===== config.mk =====
export PLATFORM = sky130hd
export DESIGN_NAME = pit_prescale_mc
export DESIGN_NICKNAME = d
export VERILOG_FILES = /design/src/rtl/pit_prescale_pkg.sv /design/src/rtl/pit_prescale_chan.sv /design/src/rtl/pit_prescale_mc.sv
export SDC_FILE = /design/constraint.sdc
export NUM_CORES = 1
export LEC_CHECK = 0
export CORE_MARGIN = 10
export CORE_UTILIZATION = 60
export CTS_CLUSTER_DIAMETER = 80
export DETAILED_ROUTE_END_ITERATION = 8
export PLACE_DENSITY_LB_ADDON = 0.3
export SYNTH_ARGS = -nofsm -noshare
export SYNTH_HDL_FRONTEND = slang
export SYNTH_SLANG_ARGS = --single-unit

===== constraint.sdc =====
create_clock -name bus_clk -period 21.9 [get_ports bus_clk]
set_input_delay 5.475 -clock bus_clk [delete_from_list [all_inputs] [get_ports bus_clk]]
set_output_delay 5.475 -clock bus_clk [all_outputs]
set_load 0.03 [all_outputs]

===== src/rtl/pit_prescale_pkg.sv =====
// Shared constants and divisor-code decode for the multi-channel PIT prescaler.
// Each code maps to a terminal count from the decade or binary table, saturating to the counter width.
package pit_prescale_pkg;

    localparam int CODE_W = 4;

    localparam logic [31:0] DECADE_TBL [16] = '{
        32'd1,     32'd2,     32'd4,     32'd8,
        32'd10,    32'd100,   32'd1000,  32'd10000,
        32'd20000, 32'd20000, 32'd20000, 32'd20000,
        32'd20000, 32'd20000, 32'd20000, 32'd20000
    };

    localparam logic [31:0] BINARY_TBL [16] = '{
        32'd1,     32'd2,     32'd4,     32'd8,
        32'd16,    32'd32,    32'd64,    32'd128,
        32'd256,   32'd512,   32'd1024,  32'd2048,
        32'd4096,  32'd8192,  32'd16384, 32'd32768
    };

    // Values that do not fit in count_size bits clamp to all-ones.
    function automatic logic [31:0] decode_code(
        input logic [CODE_W-1:0] code,
        input bit                decade,
        input int                count_size
    );
        logic [63:0] raw;
        logic [63:0] max_val;
        raw     = decade ? {32'd0, DECADE_TBL[code]} : {32'd0, BINARY_TBL[code]};
        max_val = (64'd1 << count_size) - 64'd1;
        if (raw > max_val) begin
            raw = max_val;
        end
        return raw[31:0];
    endfunction

endpackage


===== src/rtl/pit_prescale_chan.sv =====
// One prescaler channel: sync mux, period counter and double-buffered terminal count.
// Direct divide input exists only when PIT_PRESCALE_DIRECT_EN is defined.
module pit_prescale_chan
    import pit_prescale_pkg::*;
#(
    parameter int COUNT_SIZE  = 16,
    parameter int DECADE_CNTR = 1
) (
    input  logic                  bus_clk,
    input  logic                  async_rst,
    input  logic                  cnt_sync_i,
    input  logic                  ext_sync_i,
    input  logic                  pit_slave,
    input  logic                  div_load,
    input  logic [CODE_W-1:0]     divisor,
`ifdef PIT_PRESCALE_DIRECT_EN
    input  logic                  div_direct,
    input  logic [COUNT_SIZE-1:0] div_val,
`endif
    output logic                  prescale_out,
    output logic                  counter_sync,
    output logic                  div_pending
);

    logic [COUNT_SIZE-1:0] cnt_q, cnt_d;
    logic [COUNT_SIZE-1:0] end_act_q, end_act_d;
    logic [COUNT_SIZE-1:0] end_pend_q, end_pend_d;
    logic                  pend_v_q, pend_v_d;

    logic [COUNT_SIZE-1:0] table_val;
    logic [COUNT_SIZE-1:0] load_val;
    logic                  rollover;
    logic                  apply;

    always_comb begin
        table_val = COUNT_SIZE'(decode_code(divisor, DECADE_CNTR != 0, COUNT_SIZE));
        load_val  = table_val;
`ifdef PIT_PRESCALE_DIRECT_EN
        if (div_direct) begin
            load_val = (div_val == '0) ? COUNT_SIZE'(1) : div_val;
        end
`endif
    end

    always_comb begin
        counter_sync = pit_slave ? ext_sync_i : cnt_sync_i;
        rollover     = (cnt_q == end_act_q);
        prescale_out = counter_sync && rollover && !async_rst;
        div_pending  = pend_v_q;
    end

    // The shadow is applied only on a period boundary or an idle cycle, so a count in progress is never cut short.
    always_comb begin
        apply      = pend_v_q && (rollover || !counter_sync);
        cnt_d      = (!counter_sync || rollover) ? COUNT_SIZE'(1) : cnt_q + COUNT_SIZE'(1);
        end_act_d  = apply ? end_pend_q : end_act_q;
        end_pend_d = end_pend_q;
        pend_v_d   = pend_v_q;
        if (apply) begin
            pend_v_d = 1'b0;
        end
        if (div_load) begin
            end_pend_d = load_val;
            pend_v_d   = 1'b1;
        end
    end

    always_ff @(posedge bus_clk or posedge async_rst) begin
        if (async_rst) begin
            cnt_q      <= COUNT_SIZE'(1);
            end_act_q  <= COUNT_SIZE'(1);
            end_pend_q <= COUNT_SIZE'(1);
            pend_v_q   <= 1'b0;
        end else begin
            cnt_q      <= cnt_d;
            end_act_q  <= end_act_d;
            end_pend_q <= end_pend_d;
            pend_v_q   <= pend_v_d;
        end
    end

endmodule


===== src/rtl/pit_prescale_mc.sv =====
// Multi-channel PIT prescaler top: one pit_prescale_chan per channel on sliced buses.
// Define PIT_PRESCALE_DIRECT_EN to add the div_direct/div_val arbitrary-divide ports.
module pit_prescale_mc
    import pit_prescale_pkg::*;
#(
    parameter int CHANNELS    = 4,
    parameter int COUNT_SIZE  = 16,
    parameter int DECADE_CNTR = 1
) (
    input  logic                           bus_clk,
    input  logic                           async_rst,
    input  logic [CHANNELS-1:0]            cnt_sync_i,
    input  logic [CHANNELS-1:0]            ext_sync_i,
    input  logic [CHANNELS-1:0]            pit_slave,
    input  logic [CHANNELS-1:0]            div_load,
    input  logic [CODE_W*CHANNELS-1:0]     divisor,
`ifdef PIT_PRESCALE_DIRECT_EN
    input  logic [CHANNELS-1:0]            div_direct,
    input  logic [COUNT_SIZE*CHANNELS-1:0] div_val,
`endif
    output logic [CHANNELS-1:0]            prescale_out,
    output logic [CHANNELS-1:0]            counter_sync,
    output logic [CHANNELS-1:0]            div_pending
);

    for (genvar g = 0; g < CHANNELS; g++) begin : g_chan
        pit_prescale_chan #(
            .COUNT_SIZE  (COUNT_SIZE),
            .DECADE_CNTR (DECADE_CNTR)
        ) u_chan (
            .bus_clk      (bus_clk),
            .async_rst    (async_rst),
            .cnt_sync_i   (cnt_sync_i[g]),
            .ext_sync_i   (ext_sync_i[g]),
            .pit_slave    (pit_slave[g]),
            .div_load     (div_load[g]),
            .divisor      (divisor[g*CODE_W +: CODE_W]),
`ifdef PIT_PRESCALE_DIRECT_EN
            .div_direct   (div_direct[g]),
            .div_val      (div_val[g*COUNT_SIZE +: COUNT_SIZE]),
`endif
            .prescale_out (prescale_out[g]),
            .counter_sync (counter_sync[g]),
            .div_pending  (div_pending[g])
        );
    end

endmodule


### Word level (Yosys, flattened, before mapping)

Memory sizes are Yosys's and may differ from the RTL's.
Cells that the tools add are included.

| storage, ports and cells | value |
|---|---|
| bits in registers | 196 |
| ROM bits | 2048 |
| input bits | 34 |
| output and inout bits | 12 |
| memories | 4 |

| cells by class | value |
|---|---|
| add/subtract/negate cells | 4 |
| $lt $le $gt $ge | 8 |
| equality and inequality tests | 4 |
| muxes and demuxes | 28 |
| bitwise logic cells | 4 |
| reductions and logical operators | 25 |

Memories:

| name | depth | bits a word | rd ports | clocked after Yosys merged registers in | write ports | RTL line | text |
|---|---|---|---|---|---|---|---|
| (name not given) | 16 | 32 | 1 | 0 | 0 | pit_prescale_pkg.sv:29 | `raw = decade ? {32'd0, DECADE_TBL[code]} : {32'd0, BINARY_TBL[code]};` |
| (name not given) | 16 | 32 | 1 | 0 | 0 | pit_prescale_pkg.sv:29 |  |
| (name not given) | 16 | 32 | 1 | 0 | 0 | pit_prescale_pkg.sv:29 |  |
| (name not given) | 16 | 32 | 1 | 0 | 0 | pit_prescale_pkg.sv:29 |  |

Operator list:

| kind | count |
|---|---|
| $mux W32 | 8 |
| $gt A32 B16 Y1 const B | 4 |
| $mux W16 | 8 |
| $add A16 B1 Y16 const B | 4 |
| $eq A16 B16 Y1 | 4 |
| $ge A5 B5 Y1 const B | 4 |
| $not A4 Y5 | 4 |
| $logic_and A1 B1 Y1 | 12 |
| $mux W1 | 12 |
| $reduce_bool A2 Y1 | 4 |
| $logic_not A1 Y1 | 5 |
| $logic_or A1 B1 Y1 | 4 |

### Longest topological paths before layout

Gate-level depths: netlist (run 1).

| logic depth | value |
|---|---|
| word-level depth | 6 |
| mapped depth | 8 |
| depth with buffers taken out | 6 |

### Cells and area by module

A second synthesis (run 1) with hierarchy kept.

| unflattened totals | value |
|---|---|
| cell total of the unflattened synthesis | 736 |
| area total of the unflattened synthesis | 8102.8 µm² |

By module, submodules not included:

| module | times used | cells each | area each (µm²) |
|---|---|---|---|
| pit_prescale_chan | 4 | 184 | 2025.7 |

### Worst setup path before layout (run 1)

Ideal clock, no wire load.

| path | value |
|---|---|
| path type | input to output |
| from | input port async_rst |
| to | output port prescale_out[1] |
| arrival | 9534 ps |
| required time | 16425 ps |
| slack | 6891 ps |
| stages on the path | 3 |
| path buffers | 1 |
| cell sequence | inv_1 > and3_1 > buf_4 |

| between the ends | value |
|---|---|
| longest elaborated chain between the ends | 2 |

RTL lines:

| element | RTL line | text |
|---|---|---|
| start: declaration | pit_prescale_mc.sv:11 | `input logic async_rst,` |
| $logic_not A1 Y1 | pit_prescale_chan.sv:48 | `prescale_out = counter_sync && rollover && !async_rst;` |
| $logic_and A1 B1 Y1 | pit_prescale_chan.sv:48 |  |
| end: declaration | pit_prescale_mc.sv:21 | `output logic [CHANNELS-1:0] prescale_out,` |

No other way between the ends.

### Final worst setup path (run 1)

Same ends and word-level chain as after synthesis.

==> impl_metrics.env, run 1 <==
export IMPL_status="finished clean"
export IMPL_cts_repair_resize_count=0
export IMPL_rows=41
export IMPL_wl_per_cell_um=15.4
export IMPL_n_antenna_cell=0
export IMPL_final_common_cell="dfrtp_1"
export IMPL_skew_ns=0.00710
export IMPL_fin_nets=820
export IMPL_fmax_mhz=75.8
export IMPL_post_dp_hpwl_um=10200
export IMPL_grt_setup_unrepaired="false"
export IMPL_gp_congestion=0.852
export IMPL_setup_ws_ns=8.71
export IMPL_fp_dieW_um=135
export IMPL_dr_pass1_iters=4
export IMPL_port_buffers=45
export IMPL_syn_area_um2=7950
export IMPL_clk_pin_slew_ns=0.06
export IMPL_clock_path_buffers=2
export IMPL_area_delta_synth_final_pct=13.7
export IMPL_drt_initial_drc_count=396
export IMPL_grt_antenna_before_repair=0
export IMPL_cp_required_ns=16.43
export IMPL_avgSynthCellArea_um2=10.8
export IMPL_crit_type="in -> out"
export IMPL_tightest_slew_ns=0.991
export IMPL_irDropWorstVdd_uv=57.3
export IMPL_drive_above_1_share=0.139
export IMPL_cp_arrival_ns=7.72
export IMPL_reg2reg_slack_ns=19.03
export IMPL_grt_remaining_overflow=0
export IMPL_post_drt_via_cell_ratio=5.48
export IMPL_ys_warn_count=0
export IMPL_coreArea_um2=12800
export IMPL_crit_end="prescale_out[1]"
export IMPL_drv_slew=0
export IMPL_die_y_um=135
export IMPL_synth_top_area_cell="dfrtp_1"
export IMPL_post_synth_num_cell_types=38
export IMPL_synth_main_ff_cell="dfrtp_1"
export IMPL_cp_max_fo=84
export IMPL_grt_max_degree=85
export IMPL_dieArea_um2=18200
export IMPL_h_tree_depth=4
export IMPL_min_path_type="reg -> reg"
export IMPL_cts_root_buf="clkbuf_16"
export IMPL_setup_violations=0
export IMPL_worst_skew_pair_late_latency_ns=0.42
export IMPL_place_area_um2=8410
export IMPL_ys_ff_latch=164
export IMPL_post_cts_buffers=0
export IMPL_async_flop_share=1.00
export IMPL_layout_common_cells="152 x dfrtp_1, 89 x nor2_1, 69 x xnor2_1"
export IMPL_cts_buffers=17
export IMPL_setup_tns_final_ns=0
export IMPL_r2r_end="g_chan[1].u_chan.end_act_q[5]"
export IMPL_hold_buffers=0
export IMPL_syn_inst=739
export IMPL_synth_edf_count=0
export IMPL_vias=5215
export IMPL_groute_usage_overall=0.169
export IMPL_grt_pass1_wl_um=25400
export IMPL_cellLeakagePower_nw=3.93
export IMPL_synth_fp_nets=793
export IMPL_cts_sinks=164
export IMPL_start_util=0.622
export IMPL_crit_start="async_rst"
export IMPL_crit_path_start_kind="input pin"
export IMPL_fin_crit_sh=0.602
export IMPL_slew_headroom=0.339
export IMPL_r2r_start="g_chan[1].u_chan.end_act_q[10]"
export IMPL_fin_area_um2=9040
export IMPL_drv_cap=0
export IMPL_cts_tree="yes"
export IMPL_drc_errors=0
export IMPL_fin_util=0.708
export IMPL_ys_seq_area_frac=0.518
export IMPL_routed_wl_um=14600
export IMPL_synth_area_leaders="dfrtp_1 48%, xnor2_1 7.6%, mux2_2 6.5%"
export IMPL_finalHoldViolCount=0
export IMPL_timing_hold_ws_ns=0.473
export IMPL_grt_pass1_vias=5551
export IMPL_synth_top_area_frac=0.479
export IMPL_p_per_area_nw_per_um2=83.7
export IMPL_pin_count=46
export IMPL_reg2reg_depth=5
export IMPL_setup_worst_path_end_class="primary output"
export IMPL_place_ws_ns=8.66
export IMPL_final_min_clock_period_ns=13.19
export IMPL_drtAntennaViolNets=0
-- cell type report --
| cell class | count | area (um2) |
|---|---|---|
| sequential | 164 | 4120 |
| clock buffer | 23 | 478 |
| timing repair buffer | 46 | 458 |
| fill | 876 | 3740 |
| clock inverter | 9 | 150 |
| inverter | 49 | 189 |
| tap | 172 | 215 |
| multi-input combinational | 488 | 3430 |
-- worst max-delay path, stage by stage --
cell	delay, ns
clkdlybuf4s50_1	0.60
inv_6	0.61
and3_1	0.32
clkdlybuf4s50_1	0.69
-- registers in the layout, summed over array words and instances (netlist names) --
register / count
g_chan.u_chan.end_pend_q: 48
g_chan.u_chan.div_pending: 4
g_chan.u_chan.end_act_q: 48
g_chan.u_chan.cnt_q: 64
-- metal layers --
| metal | vias up | global-route usage | wire length (um) |
|---|---|---|---|
| met5 | - | 0 | 0 |
| met4 | 0 | 0.0688 | 299 |
| met3 | 26 | 0.0423 | 564 |
| met1 | 2551 | 0.205 | 6560 |
| li1 | 2544 | - | - |
| met2 | 94 | 0.281 | 7220 |
-- logic make-up after synthesis --
kind of cell / after synthesis / share of synthesized area
adder cells (fa/ha/maj): 20 / 0.0315
AO/OA/AOI/OAI: 74 / 0.0606
buffers and inverters: 87 / 0.0502
AND/OR/NAND/NOR: 234 / 0.139
multiplexers: 66 / 0.0967
XOR/XNOR: 94 / 0.104
flip-flops: 164 / 0.518
-- Yosys cell counts, drive strengths merged (20+ instances only) --
master and count:
o22ai 31, nand2 41, and3 25, nand3 30, clkbuf 22, inv 49
a21oi 25, dfrtp 152, xnor2 69, mux2 56, xor2 25, nor2 89
ha 20
-- through the flow --
stage,power [mW],cells
final,0.756,951
after global routing,0.789,951
after CTS,0.762,951
after detailed placement,0.449,919
after global placement,0.444,919
after floorplan,0.423,739
-- power by group --
group / internal (mW) / switching [mW]
Clock: 0.199 / 0.113
Combinational: 0.0478 / 0.0451
Sequential: 0.330 / 0.0214
Total: 0.577 / 0.180
-- worst min-delay path by stage --
stage / startpoint / end / slack [ns] / cells after the start
after global routing: g_chan[1].u_chan.cnt_q[0] / g_chan[1].u_chan.cnt_q[0] / 0.49 / 1
after detailed placement: g_chan[1].u_chan.cnt_q[0] / g_chan[1].u_chan.cnt_q[0] / 0.46 / 1
after CTS: g_chan[1].u_chan.cnt_q[0] / g_chan[1].u_chan.cnt_q[0] / 0.48 / 1
after global placement: g_chan[1].u_chan.cnt_q[0] / g_chan[1].u_chan.cnt_q[0] / 0.45 / 1
final: g_chan[1].u_chan.cnt_q[0] / g_chan[1].u_chan.cnt_q[0] / 0.47 / 1
after floorplan: g_chan[1].u_chan.cnt_q[0] / g_chan[1].u_chan.cnt_q[0] / 0.45 / 1
(Power assumes the default switching activity.)
==> run 2: changes to the inputs <==
==> constraint.sdc (replaced) <==
create_clock -name bus_clk -period 12.6 [get_ports bus_clk]
set_input_delay 3.15 -clock bus_clk [delete_from_list [all_inputs] [get_ports bus_clk]]
set_output_delay 3.15 -clock bus_clk [all_outputs]
set_load 0.03 [all_outputs]
==> run 2 against run 1 <==
  * Worst hold slack lost 0.0031 ns
  * Die area unchanged
  * Clock-buffer cell count down 3
  * Sequential power up 74%
  * Wire length down 0.98%
  * Clock skew grew 0.0037 ns
  * Core utilization fell by 0.58 points
  * Non-clock buffer count stayed put
  * Largest cell class unchanged
==> impl_metrics.env, run 2 (synthesis results as in run 1) <==
export IMPL_top_register="g_chan.u_chan.cnt_q"
export IMPL_irDropWorstVdd_uv=100
export IMPL_groute_usage_overall=0.167
export IMPL_fmax_mhz=117
export IMPL_drtAntennaViolNets=0
export IMPL_fp_dieW_um=135
export IMPL_skew_ns=0.0107
export IMPL_fillers=875
export IMPL_dr_pass1_iters=4
export IMPL_slew_headroom=0.345
export IMPL_rows=41
export IMPL_place_ws_ns=3.99
export IMPL_min_path_type="reg -> reg"
export IMPL_fin_util=0.702
export IMPL_setup_tns_final_ns=0
export IMPL_hold_buffers=0
export IMPL_setup_ws_ns=4.08
export IMPL_final_cell_count_no_fill=951
export IMPL_wl_per_cell_um=15.2
export IMPL_reg_largest_list="g_chan.u_chan.cnt_q: 64 flops, g_chan.u_chan.end_act_q: 48 flops, g_chan.u_chan.end_pend_q: 48 flops"
export IMPL_area_delta_synth_final_pct=12.8
export IMPL_port_buffers=45
export IMPL_setup_worst_path_end_class="primary output"
export IMPL_status="finished clean"
export IMPL_cp_max_fo=84
export IMPL_cts_buffers=17
export IMPL_drive_above_1_share=0.141
export IMPL_cp_cell_sequence="clkdlybuf4s50_1 -> inv_6 -> and3_1 -> clkdlybuf4s50_1"
export IMPL_start_util=0.622
export IMPL_cp_required_ns=9.45
export IMPL_p_per_area_nw_per_um2=139
export IMPL_die_y_um=135
export IMPL_crit_path_start_kind="input pin"
export IMPL_p_clk_frac=0.383
export IMPL_grt_pass1_wl_um=25400
export IMPL_drv_cap=0
export IMPL_fin_area_um2=8960
export IMPL_vias=5239
export IMPL_grt_pass1_vias=5543
export IMPL_gp_congestion=0.861
export IMPL_intPower_mw=0.922
export IMPL_place_area_um2=8410
export IMPL_cts_repair_resize_count=0
export IMPL_n_antenna_cell=0
export IMPL_largest_reg_flops=64
export IMPL_grt_remaining_overflow=0
export IMPL_fin_crit_sh=0.676
export IMPL_clk_pin_slew_ns=0.06
export IMPL_worst_skew_pair_late_latency_ns=0.42
export IMPL_p_comb_frac=0.129
export IMPL_sequentialPowerShare=0.489
export IMPL_reg2reg_slack_ns=9.74
export IMPL_swShare=0.261
export IMPL_dieArea_um2=18200
export IMPL_cellLeakagePower_nw=3.91
export IMPL_crit_type="in -> out"
export IMPL_final_min_clock_period_ns=8.52
export IMPL_cp_arrival_ns=5.37
export IMPL_final_common_cell="dfrtp_1"
export IMPL_cts_tree="yes"
export IMPL_setup_violations=0
export IMPL_post_cts_buffers=0
export IMPL_tightest_slew_ns=0.983
export IMPL_drc_errors=0
export IMPL_dp_cells=919
export IMPL_fin_nets=820
export IMPL_clock_path_buffers=2
export IMPL_slowest_delay_ns=0.68
export IMPL_crit_path_frequent_cell="clkdlybuf4s50_1"
export IMPL_post_dp_hpwl_um=10300
export IMPL_cts_root_buf="clkbuf_16"
export IMPL_pin_count=46
export IMPL_grt_max_degree=85
export IMPL_layout_common_cells="152 x dfrtp_1, 89 x nor2_1, 69 x xnor2_1"
export IMPL_p_switching_mw=0.325
export IMPL_post_drt_via_cell_ratio=5.51
export IMPL_drt_initial_drc_count=378
export IMPL_cp_slowest_cell="clkdlybuf4s50_1"
export IMPL_drv_slew=0
export IMPL_grt_setup_unrepaired="false"
export IMPL_finalHoldViolCount=0
export IMPL_grt_antenna_before_repair=0
export IMPL_routed_wl_um=14500
export IMPL_coreArea_um2=12800
export IMPL_cts_sinks=164
export IMPL_h_tree_depth=4
-- run 2: changes by cell type in the layout (fill, tap and decap cells not counted) --
cell        delta
inv_6          +4
clkinv_2       -1
clkinv_4       +6
clkbuf_8       -1
clkinvlp_4     -2
bufinv_16      -4
clkbuf_1       -2
-- run 2: metrics by stage --
| step | total power, mW | hold WS, ns |
|---|---|---|
| after floorplan | 0.736 | 0.446 |
| after global placement | 0.771 | 0.452 |
| after detailed placement | 0.780 | 0.459 |
| after CTS | 1.26 | 0.475 |
| after global routing | 1.30 | 0.495 |
| final | 1.25 | 0.470 |
-- run 2: final timing paths --
path	startpoint	endpoint	depth (start not counted)
max	async_rst	prescale_out[1]	4
min	g_chan[1].u_chan.cnt_q[0]	g_chan[1].u_chan.cnt_q[0]	1
max reg2reg	g_chan[1].u_chan.cnt_q[10]	g_chan[1].u_chan.end_act_q[8]	5
min reg2reg	g_chan[1].u_chan.cnt_q[0]	g_chan[1].u_chan.cnt_q[0]	1
max in group asynchronous	async_rst	g_chan[2].u_chan.cnt_q[2]	3
min in group asynchronous	async_rst	g_chan[3].u_chan.end_pend_q[11]	2
-- run 2: worst max-delay path, delay by kind of cell --
| family | cells | cell delay [ns] |
|---|---|---|
| buf+inv | 3 | 1.92 |
| simple gates | 1 | 0.29 |
-- run 2: power groups by stage --
stage | Combinational (mW) | Sequential, mW | Clock [mW]
6_report | 0.161 | 0.609 | 0.477
5_1_grt | 0.179 | 0.615 | 0.508
4_1_cts | 0.163 | 0.610 | 0.488
3_5_place_dp | 0.162 | 0.619 | 0
3_3_place_gp | 0.155 | 0.616 | 0
2_1_floorplan | 0.129 | 0.606 | 0
-- run 2: cell type report --
type	instances	area, um2	area share
Multi-Input combinational cell	488	3430	0.382
Clock inverter	12	97.6	0.0109
Sequential cell	164	4120	0.460
Timing Repair Buffer	46	458	0.0511
Tap cell	172	215	0.0240
Clock buffer	20	457	0.0509
Inverter	49	189	0.0211
-- run 2: per-layer routing --
| metal | global-route usage | share of wire | vias to the layer above |
|---|---|---|---|
| li1 | - | - | 2545 |
| met1 | 0.199 | 0.44 | 2578 |
| met2 | 0.283 | 0.51 | 93 |
| met3 | 0.0371 | 0.034 | 23 |
| met4 | 0.0730 | 0.017 | 0 |
| met5 | 0 | 0 | - |
